`src/rtl/qos_scheduler_if.sv`:
```
// rtl/qos_scheduler_if.sv - buffer-side and output-side signal bundle for qos_scheduler
interface qos_scheduler_if;
    logic        clk3sn;
    logic [11:0] cnt;
    logic [7:0]  buf_out_in;
    logic [3:0]  out_en_in;
    logic [3:0]  rd;
    logic [1:0]  pkt_out;
    logic [1:0]  pkt_src;
    logic        pkt_valid;
    logic [6:0]  served_cnt;
    logic [6:0]  idle_cnt;

    modport master (
        output clk3sn, cnt, buf_out_in, out_en_in,
        input  rd, pkt_out, pkt_src, pkt_valid, served_cnt, idle_cnt
    );

    modport slave (
        input  clk3sn, cnt, buf_out_in, out_en_in,
        output rd, pkt_out, pkt_src, pkt_valid, served_cnt, idle_cnt
    );
endinterface

```
`src/rtl/qos_scheduler.sv`:
```
// rtl/qos_scheduler.sv - weighted-occupancy read arbiter for four priority buffers, one read per clk3sn tick
// Optional starvation guard enabled by defining QOS_STARVE_GUARD_EN.
module qos_scheduler #(
    parameter logic [2:0] W0         = 3'd1,
    parameter logic [2:0] W1         = 3'd2,
    parameter logic [2:0] W2         = 3'd3,
    parameter logic [2:0] W3         = 3'd4,
    parameter int         RD_LAT     = 2,
    parameter logic [3:0] STARVE_LIM = 4'd8
) (
    input  logic           clk,
    input  logic           rst,
    qos_scheduler_if.slave bus
);

    typedef enum logic [1:0] {ST_ARM, ST_WAIT, ST_HOLD} state_t;

    state_t      r_state;
    state_t      w_state_nxt;
    logic        r_prev;
    logic        w_tick;
    logic        w_sample;
    logic [3:0]  r_rd;
    logic [1:0]  r_sel;
    logic [2:0]  r_lat;
    logic [1:0]  r_pkt_out;
    logic [1:0]  r_pkt_src;
    logic        r_pkt_valid;
    logic [6:0]  r_served;
    logic [6:0]  r_idle;

    logic [5:0]  w_score [4];
    logic [5:0]  w_best;
    logic [1:0]  w_win;
    logic        w_win_valid;
    logic [3:0]  w_rd_nxt;

    // prev resets high so a clk3sn already high at reset release is not seen as an edge
    assign w_tick = ~r_prev & bus.clk3sn;

    always_comb begin
        w_score[0] = {3'b000, bus.cnt[2:0]}  * {3'b000, W0};
        w_score[1] = {3'b000, bus.cnt[5:3]}  * {3'b000, W1};
        w_score[2] = {3'b000, bus.cnt[8:6]}  * {3'b000, W2};
        w_score[3] = {3'b000, bus.cnt[11:9]} * {3'b000, W3};
    end

`ifdef QOS_STARVE_GUARD_EN
    logic [3:0] r_starve [4];

    always_comb begin
        w_best      = 6'd0;
        w_win       = 2'd0;
        w_win_valid = 1'b0;
        for (int i = 0; i < 4; i++) begin
            if (w_score[i] != 6'd0 && w_score[i] >= w_best) begin
                w_best      = w_score[i];
                w_win       = 2'(i);
                w_win_valid = 1'b1;
            end
        end
        // descending scan so the lowest starving index is the last one written
        for (int i = 3; i >= 0; i--) begin
            if (r_starve[i] >= STARVE_LIM && bus.cnt[3*i +: 3] != 3'd0) begin
                w_win       = 2'(i);
                w_win_valid = 1'b1;
            end
        end
    end

    always_ff @(posedge clk or posedge rst) begin
        if (rst) begin
            for (int i = 0; i < 4; i++) r_starve[i] <= 4'd0;
        end else if (r_state == ST_ARM && w_tick) begin
            for (int i = 0; i < 4; i++) begin
                if (bus.cnt[3*i +: 3] == 3'd0 || r_rd[i])
                    r_starve[i] <= 4'd0;
                else if (r_starve[i] != 4'hf)
                    r_starve[i] <= r_starve[i] + 4'd1;
            end
        end
    end
`else
    always_comb begin
        w_best      = 6'd0;
        w_win       = 2'd0;
        w_win_valid = 1'b0;
        for (int i = 0; i < 4; i++) begin
            if (w_score[i] != 6'd0 && w_score[i] >= w_best) begin
                w_best      = w_score[i];
                w_win       = 2'(i);
                w_win_valid = 1'b1;
            end
        end
    end
`endif

    assign w_rd_nxt = w_win_valid ? (4'b0001 << w_win) : 4'b0000;

    always_ff @(posedge clk or posedge rst) begin
        if (rst) r_state <= ST_ARM;
        else     r_state <= w_state_nxt;
    end

    always_comb begin
        w_state_nxt = r_state;
        w_sample    = 1'b0;
        case (r_state)
            ST_ARM: begin
                if (w_tick) w_state_nxt = (r_rd == 4'b0000) ? ST_HOLD : ST_WAIT;
            end
            ST_WAIT: begin
                if (r_lat == 3'(RD_LAT)) begin
                    w_sample    = 1'b1;
                    w_state_nxt = ST_HOLD;
                end
            end
            ST_HOLD: begin
                if (!bus.clk3sn) w_state_nxt = ST_ARM;
            end
            default: w_state_nxt = ST_ARM;
        endcase
    end

    always_ff @(posedge clk or posedge rst) begin
        if (rst) begin
            r_prev      <= 1'b1;
            r_rd        <= 4'b0000;
            r_sel       <= 2'd0;
            r_lat       <= 3'd0;
            r_pkt_out   <= 2'd0;
            r_pkt_src   <= 2'd0;
            r_pkt_valid <= 1'b0;
            r_served    <= 7'd0;
            r_idle      <= 7'd0;
        end else begin
            r_prev      <= bus.clk3sn;
            r_pkt_valid <= 1'b0;
            case (r_state)
                ST_ARM: begin
                    // rd tracks the winner until the tick, then stays frozen for the buffer to latch
                    if (!w_tick) begin
                        r_rd  <= w_rd_nxt;
                        r_sel <= w_win;
                    end else begin
                        r_lat <= 3'd1;
                        if (r_rd == 4'b0000) r_idle <= r_idle + 7'd1;
                    end
                end
                ST_WAIT: begin
                    r_lat <= r_lat + 3'd1;
                    if (w_sample) begin
                        if (bus.out_en_in[r_sel]) begin
                            r_pkt_out   <= bus.buf_out_in[2*r_sel +: 2];
                            r_pkt_src   <= r_sel;
                            r_pkt_valid <= 1'b1;
                            r_served    <= r_served + 7'd1;
                        end else begin
                            r_idle <= r_idle + 7'd1;
                        end
                    end
                end
                default: ;
            endcase
        end
    end

    assign bus.rd         = r_rd;
    assign bus.pkt_out    = r_pkt_out;
    assign bus.pkt_src    = r_pkt_src;
    assign bus.pkt_valid  = r_pkt_valid;
    assign bus.served_cnt = r_served;
    assign bus.idle_cnt   = r_idle;

endmodule
```
`src/flat_wrapper.sv`:
```
// flat-port wrapper written by rule: the top's interface ports become plain ports
module qos_scheduler_flat 
#(
    parameter logic [2:0] W0         = 3'd1,
    parameter logic [2:0] W1         = 3'd2,
    parameter logic [2:0] W2         = 3'd3,
    parameter logic [2:0] W3         = 3'd4,
    parameter int         RD_LAT     = 2,
    parameter logic [3:0] STARVE_LIM = 4'd8
)
  (clk, rst, bus_clk3sn, bus_cnt, bus_buf_out_in, bus_out_en_in, bus_rd, bus_pkt_out, bus_pkt_src, bus_pkt_valid, bus_served_cnt, bus_idle_cnt);
  qos_scheduler_if bus_i ();
  input  logic clk;
  input  logic rst;
  input wire logic [$bits(bus_i.clk3sn)-1:0] bus_clk3sn;
  input wire logic [$bits(bus_i.cnt)-1:0] bus_cnt;
  input wire logic [$bits(bus_i.buf_out_in)-1:0] bus_buf_out_in;
  input wire logic [$bits(bus_i.out_en_in)-1:0] bus_out_en_in;
  output wire logic [$bits(bus_i.rd)-1:0] bus_rd;
  output wire logic [$bits(bus_i.pkt_out)-1:0] bus_pkt_out;
  output wire logic [$bits(bus_i.pkt_src)-1:0] bus_pkt_src;
  output wire logic [$bits(bus_i.pkt_valid)-1:0] bus_pkt_valid;
  output wire logic [$bits(bus_i.served_cnt)-1:0] bus_served_cnt;
  output wire logic [$bits(bus_i.idle_cnt)-1:0] bus_idle_cnt;
  assign bus_i.clk3sn = bus_clk3sn;
  assign bus_i.cnt = bus_cnt;
  assign bus_i.buf_out_in = bus_buf_out_in;
  assign bus_i.out_en_in = bus_out_en_in;
  assign bus_rd = bus_i.rd;
  assign bus_pkt_out = bus_i.pkt_out;
  assign bus_pkt_src = bus_i.pkt_src;
  assign bus_pkt_valid = bus_i.pkt_valid;
  assign bus_served_cnt = bus_i.served_cnt;
  assign bus_idle_cnt = bus_i.idle_cnt;
  qos_scheduler #(.W0(W0), .W1(W1), .W2(W2), .W3(W3), .RD_LAT(RD_LAT), .STARVE_LIM(STARVE_LIM)) u_core (.clk(clk), .rst(rst), .bus(bus_i));
endmodule
```
`config.mk`:
```
export PLATFORM = sky130hd
export DESIGN_NAME = qos_scheduler_flat
export DESIGN_NICKNAME = d
export VERILOG_FILES = /design/src/rtl/qos_scheduler_if.sv /design/src/rtl/qos_scheduler.sv /design/src/flat_wrapper.sv
export SDC_FILE = /design/constraint.sdc
export NUM_CORES = 1
export LEC_CHECK = 0
export ABC_AREA = 1
export BUFFER_PORTS_ARGS = -buffer_cell sky130_fd_sc_hd__buf_2
export CAP_MARGIN = 5
export CORE_MARGIN = 2
export CORE_UTILIZATION = 48
export DETAILED_ROUTE_END_ITERATION = 8
export PLACE_DENSITY = 0.76
export SETUP_SLACK_MARGIN = 0.15
export SLEW_MARGIN = 0
export SYNTH_ARGS = -nofsm -noshare
export SYNTH_HDL_FRONTEND = slang
export SYNTH_SLANG_ARGS = --single-unit
```
`constraint.sdc`:
```
create_clock -name clk -period 1.63 [get_ports clk]
set_input_delay 0.0815 -clock clk [delete_from_list [all_inputs] [get_ports clk]]
set_output_delay 0.0815 -clock clk [all_outputs]
set_load 0.01 [all_outputs]
```
==> results.ini, run 1 <==
[status]
status = finished, violations left
violations = negative setup slack

[sta]
maxSlewHeadroom_pct = 58.3
setup_ws_ns = -1.16
skew_ns = 0.00997
whs_ns = 0.0904
layout_min_cycle_time_ns = 2.79
hold_violations = 0
min_period_over_period_pct = 171
rsz0062_at_grt = yes
tns_ns = -6.75
worst_slew_pin_slew_ns = 0.625
drv_slew = 0
fmaxAchievable_mhz = 359
setup_violations = 6

[worst_hold_path]
min_to = u_core.r_state[1]
hold_path_class = input port to flop
hp-start = bus_clk3sn
min_path_cells = 3

[grt]
grt_pass1_vias = 1896
grt.met2_usage_pct = 40.9
grt_use_met1_pct = 25.3
grt_util_met3_pct = 6.41
antenna_found_initial = 0
grt_overflow_total = 0
grt_pass1_wl_um = 7970
grt_max_degree = 18
track_usage_pct = 23.2
busiest_layer = met2

[synth]
avgSynthCellArea_um2 = 8.56
syn-num-nets = 276
ys_ff_latch = 31
synth-xor-area-share_pct = 5.76
async_flop_share_pct = 100
synth-simple-area-share_pct = 26.5
muxShareOfSynthArea_pct = 0.506
synth-edff-count = 0
ys.flop_type = dfrtp_1
synthAdderAreaFrac_pct = 11.8
ys_seq_area_share_pct = 39.3
yosysUniqueCellTypes = 36
ys_warn_count = 0
syn_inst = 231
syn_area_um2 = 1980
synth_top_family_by_area = simple AND/OR/NAND/NOR gates
synth_compound_area_share_pct = 8.86

[placed_design]
place_congestion = 0.876
placement.setup.worst_slack_ns = -1.41
place_hpwl_um = 3320
numPortBuffers = 49

[clock_network]
clock_sinks = 31
clk_pin_slew_worst_paths_ns = 0.06
cts-buffers-inserted = 5
clk_path_buf_depth = 2
h-tree-depth = 2
cts_tree = done
clock_latency_ns = 0.29
clockRootBuffer = clkbuf_8

[route]
vias = 2036
post_drt_wl_per_cell_um = 14.9
via_per_inst = 5.05
drcViolationCount = 0
drt_iter0_drc = 103
first_pass_iters = 4
ant_nets = 0
drt_wl_total_um = 5990

[die]
die_width_um = 68.2
start_util_pct = 49.8
dieHeight_um = 68.2
ioPinCount = 50
core.rowCount = 23
core-area_um2 = 3970
dieArea_um2 = 4650

[worst_setup_path]
crit_required_ns = 1.80
startpoint_type = input port
reg2reg_depth = 9
reg2reg_slack_ns = 0.03
path_max_fanout = 5
worstReg2RegEnd = u_core.bus.served_cnt[5]
worstSetupPathType = input port to flop
rr_startpoint = u_core.r_sel[0]
critPathArrivalTime_ns = 2.96
end_kind = flop

[power]
clkPwrFrac_pct = 13.5
intPower_w = 0.00249
p_sw_w = 0.00186
vdd_ir_drop_max_v = 0.000642
power_frac_seq_pct = 31.2
p_comb_share_pct = 55.3
sw_frac_of_total_pct = 42.7
powerDensity_nw_per_um2 = 1360
leakagePower_nw = 1.72

[cells_and_area]
multi_input_comb_area_um2 = 1340
antenna_cells = 0
nFillCells = 221
final_util_pct = 80.7
regArea_um2 = 778
fin_nets = 397
final_layout_size_suffix_gt1_share_pct = 55.5
synthToLayoutAreaGrowth_pct = 62.2

[job]
maxCapViolations = 0

cells in the final DEF (no fill, tap or decap), types with 2 or more instances in the layout:
cell,instances
xnor2_2,2
nand3_1,5
nor2_4,5
a21oi_1,3
dfrtp_1,29
clkbuf_8,5
inv_1,20
buf_6,7
a21oi_4,2
xor2_1,5
nand4_1,3
buf_2,44
nand3_2,4
a31oi_1,3
xnor2_1,5
ha_1,9
nand2_4,8
o21ai_2,7
nand2_2,8
nand4_4,2
dlygate4sd3_1,2
clkbuf_1,2
buf_4,60
nand2_1,40
nor2_2,9
nor2_1,17
inv_2,8
inv_4,5
o21ai_0,7
ha_4,8
final cells by class:
type	count	area share, %
sequential	31	24.3
tap	50	1.95
clock buffer	7	2.38
inverter	34	4.37
clock inverter	1	0.156
timing repair buffer	115	25.1
multi-input combinational	165	41.8
cell families (layout without fill, tap and decap cells):
| logic type | count (synthesis) | in the layout |
|---|---|---|
| XOR/XNOR | 13 | 13 |
| buffers and inverters | 35 | 157 |
| adder cells (fa/ha/maj) | 18 | 18 |
| multiplexers | 1 | 1 |
| AO/OA/AOI/OAI | 27 | 27 |
| flip-flops | 31 | 31 |
| AND/OR/NAND/NOR | 106 | 106 |
worst max-delay path, stage by stage:
cell,delay [ns]
buf_6,0.07
inv_4,0.03
ha_4,0.25
inv_2,0.03
nor2_2,0.11
nand2_1,0.07
nand2_2,0.08
nand2_4,0.09
o21ai_4,0.20
ha_4,0.24
a21oi_4,0.12
nor2_2,0.05
nor2_2,0.11
nand3_2,0.13
nand2_4,0.13
mux2i_1,0.23
inv_1,0.06
ha_1,0.29
inv_2,0.04
nor2_2,0.08
nand3_1,0.07
nand2_1,0.08
nand2_2,0.09
nand4_1,0.12
nand2_1,0.07
stage by stage:
step	std cells	power (W)	cell area, um^2
after floorplan	231	0.00244	2030
after global placement	356	0.00298	2540
after detailed placement	356	0.00304	2540
after CTS	388	0.00376	2890
after global routing	403	0.00465	3210
final	403	0.00435	3210
state kept, by name (all words and copies together), names as in the netlist:
signal	flops
u_core.bus.pkt_valid	1
u_core.bus.served_cnt	7
u_core.bus.pkt_src	2
u_core.bus.idle_cnt	7
u_core.bus.rd	4
u_core.bus.pkt_out	2
u_core.r_prev	1
u_core.r_state	2
u_core.r_sel	2
u_core.r_lat	3
worst max-delay path by stage:
stage,start,slack (ns),depth (start not counted),endpoint
after global routing,bus_cnt[2],-1.31,27,u_core.r_sel[1]
after global placement,bus_cnt[6],-1.31,23,u_core.bus.rd[3]
after CTS,bus_cnt[7],-1.05,22,u_core.bus.rd[3]
after floorplan,bus_cnt[6],-1.18,21,u_core.bus.rd[3]
after detailed placement,bus_cnt[1],-1.41,26,u_core.bus.rd[3]
final,bus_cnt[2],-1.16,25,u_core.bus.rd[0]
power by group through the flow:
stage | clock network [W] | logic (W) | registers [W]
global placement | 0 | 0.00166 | 0.00132
floorplan | 0 | 0.00109 | 0.00135
detailed placement | 0 | 0.00172 | 0.00132
global route | 0.000634 | 0.00262 | 0.00139
CTS | 0.000585 | 0.00187 | 0.00131
finish | 0.000586 | 0.00240 | 0.00135
synth_stat cells, types with 2 or more instances:
cell     instances  area (um^2)
nand2_1         48          180
dfrtp_1         30          751
inv_1           28          105
nor2_1          24         90.1
ha_1            17          213
o21ai_0         10         50.1
nand3_1          8         40.0
xnor2_1          7         61.3
nand2_2          6         37.5
xor2_1           6         52.6
nor2_2           5         31.3
a21oi_1          4         20.0
o21ai_2          4         35.0
a31oi_1          3         18.8
inv_2            3         11.3
nand4_1          3         18.8
inv_4            2         12.5
nand2_4          2         22.5
nand4_2          2         25.0
nor2_4           2         22.5
o21ai_1          2         10.0
metal layers:
metal / up-vias / wire length [um]
met4: 0 / 223
met5: - / 0
li1: 979 / -
met3: 21 / 375
met2: 94 / 3050
met1: 942 / 2350
timing repair:
action | in CTS | in global routing
hold buffers | 2 | 0
hold endpoints to repair | 14 | 0
gates cloned | 0 | 0
endpoints found under the setup margin | 12 | 19
pin swaps | 13 | 33
resized for setup | 15 | 51
setup buffers | 22 | 15
No activity file was read; power rests on OpenSTA's default activity.
==> run 2, diff against run 1 <==
CORE_UTILIZATION = 53   (was 48)
PLACE_DENSITY = 0.8   (was 0.76)
clock period = 3.05 ns   (was 1.63 ns; I/O delays follow)
==> run 2 against run 1 <==
Combinational power fell by 63%. Largest cell class unchanged. Die area shrank 8.9%. Clock power down 30%. Final cell count shrank 12%. Sequential power fell by 48%. Largest power group unchanged. Global-route usage is 3.5 points lower. The run now ends clean. Setup slack better by 1.4 ns. Sequential share of layout area up 3.9 points. Flip-flop and latch count unchanged. Non-clock buffer count fell by 45.
==> results.ini, run 2 (synthesis results as in run 1) <==
[status]
status = finished, final reports clean

[sta]
worst_slew_pin_slew_ns = 0.526  ; -0.0989 ns
hold_violations = 0  ; unchanged
skew_ns = 0.00587  ; -0.00410 ns
fmaxAchievable_mhz = 353
tns_ns = 0  ; +6.75 ns
layout_min_cycle_time_ns = 2.83
setup_violations = 0  ; -6
maxSlewHeadroom_pct = 64.8  ; +6.5 points
min_period_over_period_pct = 92.8
drv_slew = 0  ; unchanged
rsz0062_at_grt = yes

[worst_setup_path]
path_max_fanout = 5  ; unchanged
crit_required_ns = 3.23  ; +1.43 ns
startpoint_type = input port
worstSetupPathType = input port to flop
end_kind = flop
critPathArrivalTime_ns = 3.01  ; +0.05 ns
reg2reg_depth = 12  ; +3

[cells_and_area]
final_area_um2 = 2760  ; -14%
final_cells = 356  ; -12%
synthToLayoutAreaGrowth_pct = 39.4
final_layout_size_suffix_gt1_share_pct = 42.2  ; -13 points
nFillCells = 271  ; +23%
layout_common_cells = nand2_1, buf_2, dfrtp_1
fin_nets = 352  ; -11%
antenna_cells = 0  ; unchanged
final_util_pct = 75.8  ; -4.9 points

[die]
dieArea_um2 = 4230  ; -8.9%
start_util_pct = 54.4  ; +4.6 points
ioPinCount = 50  ; unchanged
core.rowCount = 22  ; -4.3%
dieHeight_um = 65.1  ; -4.5%
core-area_um2 = 3630  ; -8.5%
die_width_um = 65.1  ; -4.5%

[power]
power_frac_seq_pct = 34.7  ; +3.5 points
powerDensity_nw_per_um2 = 728  ; -46%
intPower_w = 0.00120  ; -52%
p_comb_share_pct = 44.7  ; -11 points
total_power_w = 0.00200  ; -54%
p_sw_w = 0.000805  ; -57%
clkPwrFrac_pct = 20.6  ; +7.1 points
leakagePower_nw = 1.49  ; -14%
vdd_ir_drop_max_v = 0.000266  ; -58%
sw_frac_of_total_pct = 40.2  ; -2.6 points

[route]
top_layer_used = met4
first_pass_iters = 4  ; unchanged
ant_nets = 0  ; unchanged
wl_met2_um = 2240  ; -27%
drt_wl_total_um = 4290  ; -28%
m1WireLength_um = 1750  ; -25%
post_drt_wl_per_cell_um = 12.1  ; -19%
drt_iter0_drc = 102  ; -0.97%
drcViolationCount = 0  ; unchanged
vias = 1766  ; -13%
met3WireLength_um = 229  ; -39%
via_per_inst = 4.96  ; -1.8%

[clock_network]
h-tree-depth = 2  ; unchanged
clk_path_buf_depth = 2  ; unchanged
clock_latency_ns = 0.29  ; about the same
clk_pin_slew_worst_paths_ns = 0.06  ; about the same
clockRootBuffer = clkbuf_8
clock_sinks = 31  ; unchanged
cts_tree = done
cts-buffers-inserted = 5  ; unchanged

[grt]
track_usage_pct = 19.7  ; -3.5 points
grt_max_degree = 32  ; +14
grt_overflow_total = 0  ; unchanged
grt_pass1_vias = 1576  ; -17%
antenna_found_initial = 0  ; unchanged
grt_pass1_wl_um = 6430  ; -19%

[worst_hold_path]
hold_path_class = input port to flop
min_path_cells = 3  ; unchanged

[placed_design]
numPortBuffers = 49  ; unchanged
place_area_um2 = 2390  ; -5.8%
place_congestion = 0.820  ; -6.4%
place_hpwl_um = 3060  ; -7.6%
dp_cells = 341  ; -4.2%

[job]
maxCapViolations = 0  ; unchanged

[run 2: changes by cell type in the layout (fill, tap and decap cells not counted), moves of 3 or more]
| cell | before | now |
|---|---|---|
| nand2_4 | 8 | 5 |
| inv_1 | 20 | 24 |
| nor2_1 | 17 | 22 |
| nand3_2 | 4 | 1 |
| nand3_1 | 5 | 8 |
| inv_2 | 8 | 5 |
| buf_4 | 60 | 18 |
| nor2_4 | 5 | 2 |
| nand2_1 | 40 | 43 |
[run 2: area by class of cell]
cell class | count | area [um^2] | area share (%)
Clock buffer | 6 | 82.6 | 3.00
Sequential cell | 31 | 777 | 28.2
Timing Repair Buffer | 70 | 469 | 17.0
Tap cell | 48 | 60.1 | 2.18
Clock inverter | 2 | 35.0 | 1.27
Inverter | 34 | 138 | 5.00
Multi-Input combinational cell | 165 | 1190 | 43.3
[run 2: power groups by stage]
stage	combinational, W	clock, W	sequential [W]
after CTS	0.000841	0.000422	0.000694
after global routing	0.00101	0.000436	0.000714
after detailed placement	0.000830	0	0.000699
final	0.000896	0.000413	0.000696
after global placement	0.000799	0	0.000696
after floorplan	0.000562	0	0.000717
[run 2: per-layer routing]
layer | GRT usage (%) | up-vias
met5 | 0 | -
met4 | 7.81 | 0
met3 | 4.17 | 6
met2 | 35.2 | 63
met1 | 22.9 | 809
li1 | - | 888
[run 2: final timing paths]
kind | start | end | slack [ns]
setup / recovery | bus_cnt[2] | u_core.bus.rd[3] | 0.22
hold / removal | bus_buf_out_in[6] | u_core.bus.pkt_out[0] | 0.21
setup reg to reg | u_core.r_lat[0] | u_core.bus.idle_cnt[6] | 1.34
hold reg to reg | u_core.bus.served_cnt[6] | u_core.bus.served_cnt[6] | 0.47
max in group asynchronous | rst | u_core.r_prev | 1.94
min in group asynchronous | rst | u_core.bus.idle_cnt[4] | 0.44
[run 2: per-stage QoR]
stage	setup slack (ns)	hold WS (ns)
global placement	-0.0516	0.275
detailed placement	-0.154	0.280
finish	0.218	0.213
floorplan	0.153	0.157
CTS	0.152	0.188
global route	0.0539	0.213
[run 2: repair_timing]
action / in CTS / in global routing
endpoints found under the hold margin: 1 / 10
setup buffers: 0 / 4
setup endpoints to repair: 1 / 6
pin swaps: 1 / 30
hold buffers: 1 / 1
resized for setup: 1 / 37
[run 2: critical path, stage by stage]
cell	delay (ns)
buf_6	0.08
inv_4	0.03
ha_4	0.25
inv_2	0.03
nor2_2	0.09
nand2_1	0.06
nand2_2	0.09
nand2_4	0.10
o21ai_4	0.20
ha_4	0.24
a21oi_2	0.14
nor2_2	0.05
nor2_2	0.11
nand3_2	0.12
nand2_4	0.10
nand2_2	0.06
o21ai_2	0.05
inv_1	0.05
ha_1	0.29
nand2_1	0.08
inv_1	0.05
a221oi_2	0.21
nand2_1	0.09
nand2_2	0.11
nand2_4	0.07
o21a_1	0.12
==> run 3, diff against run 2 <==
REMOVE_ABC_BUFFERS = 1   (was default)
==> run 3 against run 2 <==
Sequential power about the same. Design area down 1.0%. Utilization down 0.79 points. Worst hold slack better by 0.0022 ns. Clock-buffer cell count unchanged. Clock power about the same. Largest power group unchanged.
==> results.ini, run 3 (synthesis results as in run 1) <==
[status]
status = finished, final reports clean

[grt]
grt_use_met1_pct = 23.6  ; +0.75 points
grt_pass1_vias = 1584  ; +0.51%
grt_max_degree = 32  ; unchanged
antenna_found_initial = 0  ; unchanged
busiest_layer = met2
track_usage_pct = 19.3  ; -0.35 points
grt_util_met3_pct = 5.73  ; +1.6 points
grt_overflow_total = 0  ; unchanged
grt_pass1_wl_um = 6360  ; -1.1%
grt.met2_usage_pct = 33.1  ; -2.1 points

[worst_setup_path]
path_max_fanout = 5  ; unchanged
critPathArrivalTime_ns = 3.15  ; +0.14 ns
worstReg2RegEnd = u_core.bus.idle_cnt[5]
crit_path_top_delay_cell = ha_1
rr_startpoint = u_core.r_lat[0]
startpoint_type = input port
reg2reg_slack_ns = 1.32  ; -0.02 ns
crit_required_ns = 3.22  ; about the same
slowest_delay_ns = 0.29  ; about the same
cp_common_cell = nand2_2
worstSetupPathType = input port to flop
reg2reg_depth = 12  ; unchanged
end_kind = flop

[route]
vias = 1808  ; +2.4%
drt_wl_total_um = 4470  ; +4.3%
ant_nets = 0  ; unchanged
drt_iter0_drc = 86  ; -16%
via_per_inst = 5.08  ; +2.4%
first_pass_iters = 4  ; unchanged
drcViolationCount = 0  ; unchanged
post_drt_wl_per_cell_um = 12.6  ; +4.3%

[die]
core.rowCount = 22  ; unchanged
start_util_pct = 54.4  ; unchanged
dieArea_um2 = 4230  ; unchanged
dieHeight_um = 65.1  ; unchanged
ioPinCount = 50  ; unchanged
die_width_um = 65.1  ; unchanged
core-area_um2 = 3630  ; unchanged

[sta]
skew_ns = 0.00319  ; -0.00268 ns
setup_violations = 0  ; unchanged
worst_slew_pin_slew_ns = 0.436  ; -0.0902 ns
whs_ns = 0.215  ; +0.00225 ns
hold_violations = 0  ; unchanged
min_period_over_period_pct = 97.8  ; +5.0 points
rsz0062_at_grt = yes
layout_min_cycle_time_ns = 2.98  ; +0.152 ns
drv_slew = 0  ; unchanged
tns_ns = 0  ; unchanged
fmaxAchievable_mhz = 335  ; -5.1%
maxSlewHeadroom_pct = 70.8  ; +6.0 points

[power]
powerDensity_nw_per_um2 = 736  ; +1.2%
power_frac_seq_pct = 34.8  ; about the same
vdd_ir_drop_max_v = 0.000341  ; +28%
intPower_w = 0.00120  ; -0.34%
leakagePower_nw = 1.47  ; -1.2%
p_comb_share_pct = 44.6  ; about the same
clkPwrFrac_pct = 20.6  ; about the same
p_sw_w = 0.000812  ; +0.80%
sw_frac_of_total_pct = 40.4  ; +0.27 points
total_power_w = 0.00201  ; +0.12%

[cells_and_area]
nFillCells = 251  ; -7.4%
final_util_pct = 75.0  ; -0.79 points
synthToLayoutAreaGrowth_pct = 37.9
antenna_cells = 0  ; unchanged
layout_common_cells = buf_2, nand2_1, dfrtp_1
final_layout_size_suffix_gt1_share_pct = 43.5  ; +1.3 points
multi_input_comb_area_um2 = 1200  ; +0.42%
fin_nets = 352  ; unchanged
regArea_um2 = 777  ; unchanged
final_common_cell = buf_2

[clock_network]
clockRootBuffer = clkbuf_8
clk_path_buf_depth = 2  ; unchanged
clock_sinks = 31  ; unchanged
clk_pin_slew_worst_paths_ns = 0.06  ; about the same
cts-buffers-inserted = 5  ; unchanged
h-tree-depth = 2  ; unchanged
clock_latency_ns = 0.28  ; about the same
cts_tree = done

[worst_hold_path]
min_to = u_core.bus.pkt_out[0]
hold_path_class = input port to flop
hp-start = bus_buf_out_in[2]
min_path_cells = 3  ; unchanged

[placed_design]
place_hpwl_um = 2900  ; -5.4%
numPortBuffers = 49  ; unchanged
place_congestion = 0.850  ; +3.6%

[job]
maxCapViolations = 0  ; unchanged

run 3: cell count changes in the layout (fill, tap and decap cells not counted):
cell	delta
buf_6	-1
inv_4	-1
buf_16	-1
buf_8	-1
nand2_4	-1
buf_4	+3
nand2_2	+5
inv_2	+1
nand2_1	-4
run 3: per-stage QoR:
step                instance area, um^2  instances  worst slack [ns]
floorplan                          1970        230            0.0638
global placement                   2390        343            -0.151
detailed placement                 2390        343            -0.236
CTS                                2530        353             0.151
global route                       2730        356            -0.102
finish                             2730        356            0.0669
run 3: how the worst max path moves through the flow:
stage	from	to	slack [ns]	cells after the start
3_5_place_dp	bus_cnt[1]	u_core.bus.rd[3]	-0.24	26
3_3_place_gp	bus_cnt[1]	u_core.bus.rd[3]	-0.15	26
4_1_cts	bus_cnt[1]	u_core.bus.rd[3]	0.15	26
6_report	bus_cnt[3]	u_core.bus.rd[3]	0.07	25
5_1_grt	bus_cnt[3]	u_core.bus.rd[3]	-0.10	25
2_1_floorplan	bus_cnt[6]	u_core.bus.rd[3]	0.06	21
run 3: repair_timing:
action / 4_1_cts / 5_1_grt
pin swaps: 1 / 24
gates cloned: 0 / 0
hold buffers: 2 / 0
endpoints found under the setup margin: 6 / 6
setup buffers: 0 / 3
endpoints found under the hold margin: 31 / 0
resized for setup: 2 / 40
run 3: routing by layer:
layer  part of all wire, %  routed length, um  vias to the layer above
li1                      -                  -                      891
met4                   2.4                109                        0
met5                     0                  0                        -
met2                    50               2240                       56
met3                   5.3                236                       11
met1                    42               1890                      850
run 3: power groups by stage:
stage / clock (W) / sequential (W) / combinational, W
global placement: 0 / 0.000694 / 0.000802
global route: 0.000436 / 0.000720 / 0.00100
finish: 0.000414 / 0.000698 / 0.000896
detailed placement: 0 / 0.000699 / 0.000817
floorplan: 0 / 0.000729 / 0.000532
CTS: 0.000418 / 0.000693 / 0.000832
run 3: cell type report:
cell class / instances / share of cell area, %
Clock buffer: 6 / 3.03
Inverter: 34 / 4.96
Multi-Input combinational cell: 165 / 44.0
Timing Repair Buffer: 70 / 16.1
Clock inverter: 2 / 1.28
Sequential cell: 31 / 28.5
Tap cell: 48 / 2.20
run 3: worst max-delay path: cells and delay by family:
kind,cells,cell delay (ns)
simple gates,14,1.22
compound gates,5,0.76
fa+ha+maj,3,0.78
buf+inv,3,0.22
